--- src/rtl/jh_sched_pkg.sv ---
// Shared types and constants for the JH nonce scheduler: FSM states, config address map, message geometry.
package jh_sched_pkg;

  typedef enum logic [2:0] {
    IDLE,
    SEND_HDR,
    SEND_MSG,
    WAIT_DIG,
    CHECK,
    DONE
  } state_t;

  localparam int MSG_WORDS    = 10;
  localparam int DIG_WORDS    = 4;
  localparam int MSG_LEN_BITS = 640;

  localparam logic [4:0] ADDR_TGT_LO      = 5'd20;
  localparam logic [4:0] ADDR_TGT_HI      = 5'd21;
  localparam logic [4:0] ADDR_NONCE_START = 5'd22;
  localparam logic [4:0] ADDR_NONCE_COUNT = 5'd23;
  localparam logic [4:0] ADDR_CTRL        = 5'd24;

  function automatic logic [63:0] bswap64(input logic [63:0] w);
    logic [63:0] r;
    for (int i = 0; i < 8; i++) r[i*8 +: 8] = w[(7-i)*8 +: 8];
    return r;
  endfunction

endpackage

--- src/rtl/jh_digest_collector.sv ---
// Shifts DIG_WORDS core output words into a 256b digest and compares its top word against target.
// JH_SCHED_BYTESWAP_EN byte-reverses each incoming word before it is shifted in.
module jh_digest_collector
  import jh_sched_pkg::*;
(
  input  logic         clk,
  input  logic         reset,
  input  logic         clr,
  input  logic         shift,
  input  logic [63:0]  word,
  input  logic [63:0]  target,
  output logic [255:0] digest,
  output logic         dig_full,
  output logic         hit
);

  localparam int CW = $clog2(DIG_WORDS);

  logic [CW-1:0] cnt;
  logic [63:0]   word_in;

`ifdef JH_SCHED_BYTESWAP_EN
  assign word_in = bswap64(word);
`else
  assign word_in = word;
`endif

  always_ff @(posedge clk) begin
    if (reset) begin
      digest <= '0;
      cnt    <= '0;
    end else if (clr) begin
      cnt <= '0;
    end else if (shift) begin
      digest <= {word_in, digest[255:64]};
      cnt    <= (cnt == CW'(DIG_WORDS-1)) ? '0 : cnt + 1'b1;
    end
  end

  // Fires on the cycle of the final write so the FSM lands in CHECK with a complete digest.
  assign dig_full = shift && !clr && (cnt == CW'(DIG_WORDS-1));
  assign hit      = (digest[255:192] <= target);

endmodule

--- src/rtl/jh_nonce_scheduler.sv ---
// Drives one JH core through a nonce sweep over an 80-byte header, stopping on first digest <= target.
// Build option JH_SCHED_BYTESWAP_EN byte-reverses each digest word before collection.
module jh_nonce_scheduler
  import jh_sched_pkg::*;
(
  input  logic         clk,
  input  logic         reset,
  input  logic         cfg_we,
  input  logic [4:0]   cfg_addr,
  input  logic [31:0]  cfg_wdata,
  output logic         jh_rst,
  output logic         jh_src_ready_n,
  input  logic         jh_src_read,
  output logic [63:0]  jh_din,
  output logic         jh_dst_ready_n,
  input  logic         jh_dst_write,
  input  logic [63:0]  jh_dout,
  output logic         busy,
  output logic         done,
  output logic         found,
  output logic [31:0]  found_nonce,
  output logic [255:0] digest,
  output logic [31:0]  nonces_done
);

  state_t      state, state_n;
  logic [31:0] hdr [20];
  logic [63:0] target;
  logic [31:0] nonce_start, nonce_count, nonce, remaining;
  logic [3:0]  widx;
  logic        abort_q, ctrl_wr, abort, start_take, dig_shift, dig_full, hit;

  assign busy       = (state != IDLE) && (state != DONE);
  assign done       = (state == DONE);
  assign jh_rst     = reset | abort_q;
  assign ctrl_wr    = cfg_we && (cfg_addr == ADDR_CTRL);
  assign abort      = ctrl_wr && cfg_wdata[1];
  assign start_take = ctrl_wr && cfg_wdata[0] && !cfg_wdata[1] && !busy;
  assign dig_shift  = jh_dst_write && (state == WAIT_DIG) && !abort;

  jh_digest_collector u_collector (
    .clk      (clk),
    .reset    (reset),
    .clr      (abort | start_take),
    .shift    (dig_shift),
    .word     (jh_dout),
    .target   (target),
    .digest   (digest),
    .dig_full (dig_full),
    .hit      (hit)
  );

  always_ff @(posedge clk) begin
    if (reset) state <= IDLE;
    else       state <= state_n;
  end

  always_comb begin
    state_n        = state;
    jh_src_ready_n = 1'b1;
    jh_dst_ready_n = 1'b1;
    jh_din         = '0;
    case (state)
      IDLE, DONE: if (start_take) state_n = (nonce_count == '0) ? DONE : SEND_HDR;
      SEND_HDR: begin
        jh_src_ready_n = 1'b0;
        jh_din         = 64'(MSG_LEN_BITS);
        if (jh_src_read) state_n = SEND_MSG;
      end
      SEND_MSG: begin
        jh_src_ready_n = 1'b0;
        // The nonce occupies the top half of the final message word.
        jh_din = {(widx == 4'(MSG_WORDS-1)) ? nonce : hdr[{widx, 1'b1}], hdr[{widx, 1'b0}]};
        if (jh_src_read && widx == 4'(MSG_WORDS-1)) state_n = WAIT_DIG;
      end
      WAIT_DIG: begin
        jh_dst_ready_n = 1'b0;
        if (dig_full) state_n = CHECK;
      end
      CHECK:   state_n = (hit || remaining == 32'd1) ? DONE : SEND_HDR;
      default: state_n = IDLE;
    endcase
    if (abort) state_n = IDLE;
  end

  always_ff @(posedge clk) begin
    if (reset) begin
      for (int i = 0; i < 20; i++) hdr[i] <= '0;
      target      <= '0;
      nonce_start <= '0;
      nonce_count <= '0;
      nonce       <= '0;
      remaining   <= '0;
      widx        <= '0;
      abort_q     <= 1'b0;
      found       <= 1'b0;
      found_nonce <= '0;
      nonces_done <= '0;
    end else begin
      abort_q <= abort;
      if (cfg_we && !busy) begin
        if (cfg_addr < ADDR_TGT_LO) hdr[cfg_addr] <= cfg_wdata;
        case (cfg_addr)
          ADDR_TGT_LO:      target[31:0]  <= cfg_wdata;
          ADDR_TGT_HI:      target[63:32] <= cfg_wdata;
          ADDR_NONCE_START: nonce_start   <= cfg_wdata;
          ADDR_NONCE_COUNT: nonce_count   <= cfg_wdata;
          default: ;
        endcase
      end
      if (abort) begin
        found <= 1'b0;
        widx  <= '0;
      end else if (start_take) begin
        nonce       <= nonce_start;
        remaining   <= nonce_count;
        nonces_done <= '0;
        found       <= 1'b0;
        found_nonce <= '0;
        widx        <= '0;
      end else begin
        case (state)
          SEND_MSG: if (jh_src_read) widx <= (widx == 4'(MSG_WORDS-1)) ? '0 : widx + 1'b1;
          CHECK: begin
            nonces_done <= nonces_done + 1'b1;
            if (hit) begin
              found       <= 1'b1;
              found_nonce <= nonce;
            end else if (remaining != 32'd1) begin
              nonce     <= nonce + 1'b1;
              remaining <= remaining - 1'b1;
            end
          end
          default: ;
        endcase
      end
    end
  end

endmodule

--- config.mk ---
export PLATFORM = sky130hd
export DESIGN_NAME = jh_nonce_scheduler
export DESIGN_NICKNAME = d
export VERILOG_FILES = /design/src/rtl/jh_sched_pkg.sv /design/src/rtl/jh_digest_collector.sv /design/src/rtl/jh_nonce_scheduler.sv
export SDC_FILE = /design/constraint.sdc
export NUM_CORES = 2
export LEC_CHECK = 0
export CAP_MARGIN = 20
export CORE_MARGIN = 2
export CORE_UTILIZATION = 40
export DETAILED_ROUTE_END_ITERATION = 10
export PLACE_DENSITY = 0.7
export SYNTH_ARGS = -nofsm -noshare
export SYNTH_HDL_FRONTEND = slang
export SYNTH_HIERARCHICAL = 1
export SYNTH_SLANG_ARGS = --single-unit
--- constraint.sdc ---
create_clock -name clk -period 5.6 [get_ports clk]
set_input_delay 1.12 -clock clk [delete_from_list [all_inputs] [get_ports clk]]
set_output_delay 1.12 -clock clk [all_outputs]
set_load 0.03 [all_outputs]
==> summary.txt <==
run status = completed
Synth Register Bits = 1,551
DR vias/cell = 5.41
Worst Hold End = u_collector/digest[74]
CORE AREA = 0.163 mm²
first-pass iteration count of the detailed router = 8
post-synthesis to final-layout area growth = 21.9%
CP startpoint kind = flop
root buf cell = clkbuf_16
layout cell share with drive strength beyond 1 = 12.6%
Reg2Reg Launch Point = state[2]
Fmax = 188 MHz
row cnt = 148
Hold Crit Depth = 2
GP Congestion = 0.925
Hold-fix buffers, CTS = 0
Final WS setup = 287 ps
Die Wd = 410 µm
Post-synth EDFFs = 1,024
Final Skew = 79.1 ps
die area = 0.168 mm²
Worst path top cell family by delay = buffers and inverters
Clk pin slew, worst setup/hold paths = 60 ps
die height = 410 µm
Hold Vio Cnt, Final = 0
hold wc startpoint = u_collector/digest[138]
Synth Cell Area = 0.0659 mm²
GRT Total Usage = 23.1%
total CTS buffers = 161
TritonCTS clock tree = built
commonest non-fill, non-tap cell in the layout = edfxtp_1
IO Port Bufs = 495
post-DP HPWL = 126,000 µm
worst slew pin tran = 1180 ps
Leak = 0.0276 µW
fin cells = 8,344
biggest fanout along the worst timing path = 27
1st-iter DRT viols = 5,992
WP data required = 4480 ps
worst vdd ir = 339 µV
Worst Path Arrival = 4190 ps
Setup TNS Final = 0 ps
post-synthesis sequential area ratio = 62.7%
CP max stage delay = 780 ps
# nets final = 6,209
I/O Pins = 496
largest net degree at the start of global routing = 220
via count = 45,140
Remaining DRCs = 0
Hold Path Class = reg2reg
# placed instances = 8,045
post-CTS setup buffer count = 0
most used flip-flop cell after synthesis = edfxtp_1
Initial Util = 40.4%
H-tree depth = 4
drt total wl = 199,000 µm
MaxCap Viol Count = 0
remaining antenna violation count = 0
Final Max Slew Viols = 0
post-layout min period = 5310 ps
Hold Slack = 427 ps
Final Cycle Share = 94.9%
worst-case clock buffer depth = 3
slew margin rel. = 21.3%
cells along the critical path = buf_4 > mux4_2 > mux4_2 > inv_1 > o21ai_0 > clkdlybuf4s50_1
RR Endpoint = hdr[7][26]
Synth warnings = 6
PD cells = 338 mW/mm²
post-placement worst setup slack = 1080 ps
Final setup viols = 0
per-cell routed wire length = 23.8 µm
cts repair resizes = 0
first-pass GRT wire length = 287,000 µm
Worst Path Class, Setup = reg2out
Clock Sinks = 1,551
area of the multi-input gates = 0.0243 mm²
R2R Setup Slk = 1320 ps
mean area per synthesized cell = 12.5 µm²
Post-Syn Instances = 5,262
GR Overflow Total = 0
register area = 0.0413 mm²
RSZ-0062 raised after global routing = no
slowest cell on the critical path = dfxtp_4
count of cell types in the netlist = 77
most frequent CP cell = mux4_2
Skew-Pair Late Insertion Delay = 840 ps
buffering stage count on the worst path with inverters included = 3
Final Core Density = 49.2%
Crit. End Element = output port
worst reg-to-reg path cell count = 7
Synth async-reset ratio = 0%
vias in the first global route = 43,341
most frequent cells in the layout = 1,024 x edfxtp_1, 911 x nand2_1, 683 x and2_1
# fillers = 13,986
initial antenna violation count = 18
## power by group
| group | internal, µW | switching (µW) |
|---|---|---|
| registers | 12700 | 239 |
| clock network | 5840 | 4690 |
| logic | 1320 | 2270 |
## routing by layer
metal / GRT usage, % / wire (µm)
met1: 30.8 / 77400
met2: 37.2 / 95000
met3: 4.23 / 18000
met4: 9.42 / 8140
met5: 0 / 111
## state kept, by name, indices dropped and copies added, names as in the netlist, named ones only
register and flops:
abort_q 1, found 1, found_nonce 32, hdr 1024, nonce 32, nonce_count 32
nonce_start 32, nonces_done 32, remaining 32, state 3, target 64, u_collector/cnt 2
u_collector/digest 256, widx 4
## worst register-to-register path, cell delays in order, from the launching register on
cell,delay (ps)
dfxtp_1,700
xor2_1,240
nor2_1,390
inv_1,300
nor4b_1,520
nand2_1,680
nor2_4,1000
and2_1,270
## Yosys cell counts, drive strengths merged (3+ instances only)
master	n	area share [%]
clkbuf	311	1.8
nor3	54	0.42
or3	24	0.23
or2	9	0.085
inv	111	0.63
a31oi	7	0.066
xnor2	22	0.29
nand2	911	5.2
and4	8	0.11
nor4	38	0.43
nand2b	18	0.17
nand3b	6	0.068
o21ai	136	1.0
o21a	7	0.080
o22ai	3	0.029
edfxtp	1024	47
nand4	36	0.36
xor2	3	0.040
a211oi	3	0.034
o311ai	6	0.080
o31a	3	0.040
a22oi	36	0.41
o32ai	6	0.080
and2	684	6.5
nor4b	4	0.053
a21o	23	0.26
nor2	141	0.80
o31ai	3	0.034
o211ai	7	0.11
dfxtp	527	16
nand3	40	0.31
buf	97	0.71
nand4b	7	0.093
a21oi	500	3.8
mux4	320	11
nor2b	10	0.095
nor3b	3	0.034
and3	13	0.12
ha	69	1.3
or4	5	0.068
## through the flow
stage	cell area (µm²)	total power, µW
finish	80300	27100
global route	80200	28000
CTS	80200	27100
detailed placement	75000	16700
global placement	75000	16700
floorplan	67300	15500
## area by class of cell
| type | count | share of cell area [%] |
|---|---|---|
| antenna | 5 | 0.0156 |
| clock buffer | 216 | 5.49 |
| clock inverter | 77 | 1.05 |
| inverter | 111 | 0.519 |
| multi-input combinational | 3575 | 30.3 |
| sequential | 1551 | 51.5 |
| tap | 2175 | 3.39 |
| timing repair buffer | 634 | 7.76 |
## cell families (layout without fill, tap and decap cells)
group	count (synthesis)	after routing	synth area share (%)
AND/OR/NAND/NOR	2013	2013	15.2
adder cells (fa/ha/maj)	69	69	1.31
XOR/XNOR	25	25	0.332
other	1	389	0.00569
multiplexers	323	323	11.0
flip-flops	1551	1551	62.7
AO/OA/AOI/OAI	761	761	6.37
buffers and inverters	519	1038	3.12
## worst max path at each step
stage / from / end / slack [ps] / cells after the start
floorplan: cfg_addr[4] / hdr[13][0] / 990 / 3
global placement: flop / jh_din[8] / 1110 / 6
detailed placement: cfg_addr[4] / u_collector/digest[195] / 1080 / 10
CTS: flop / jh_din[61] / 190 / 6
global route: flop / jh_din[52] / 140 / 6
finish: flop / jh_din[61] / 290 / 6
No activity file was read; power rests on OpenSTA's default activity.
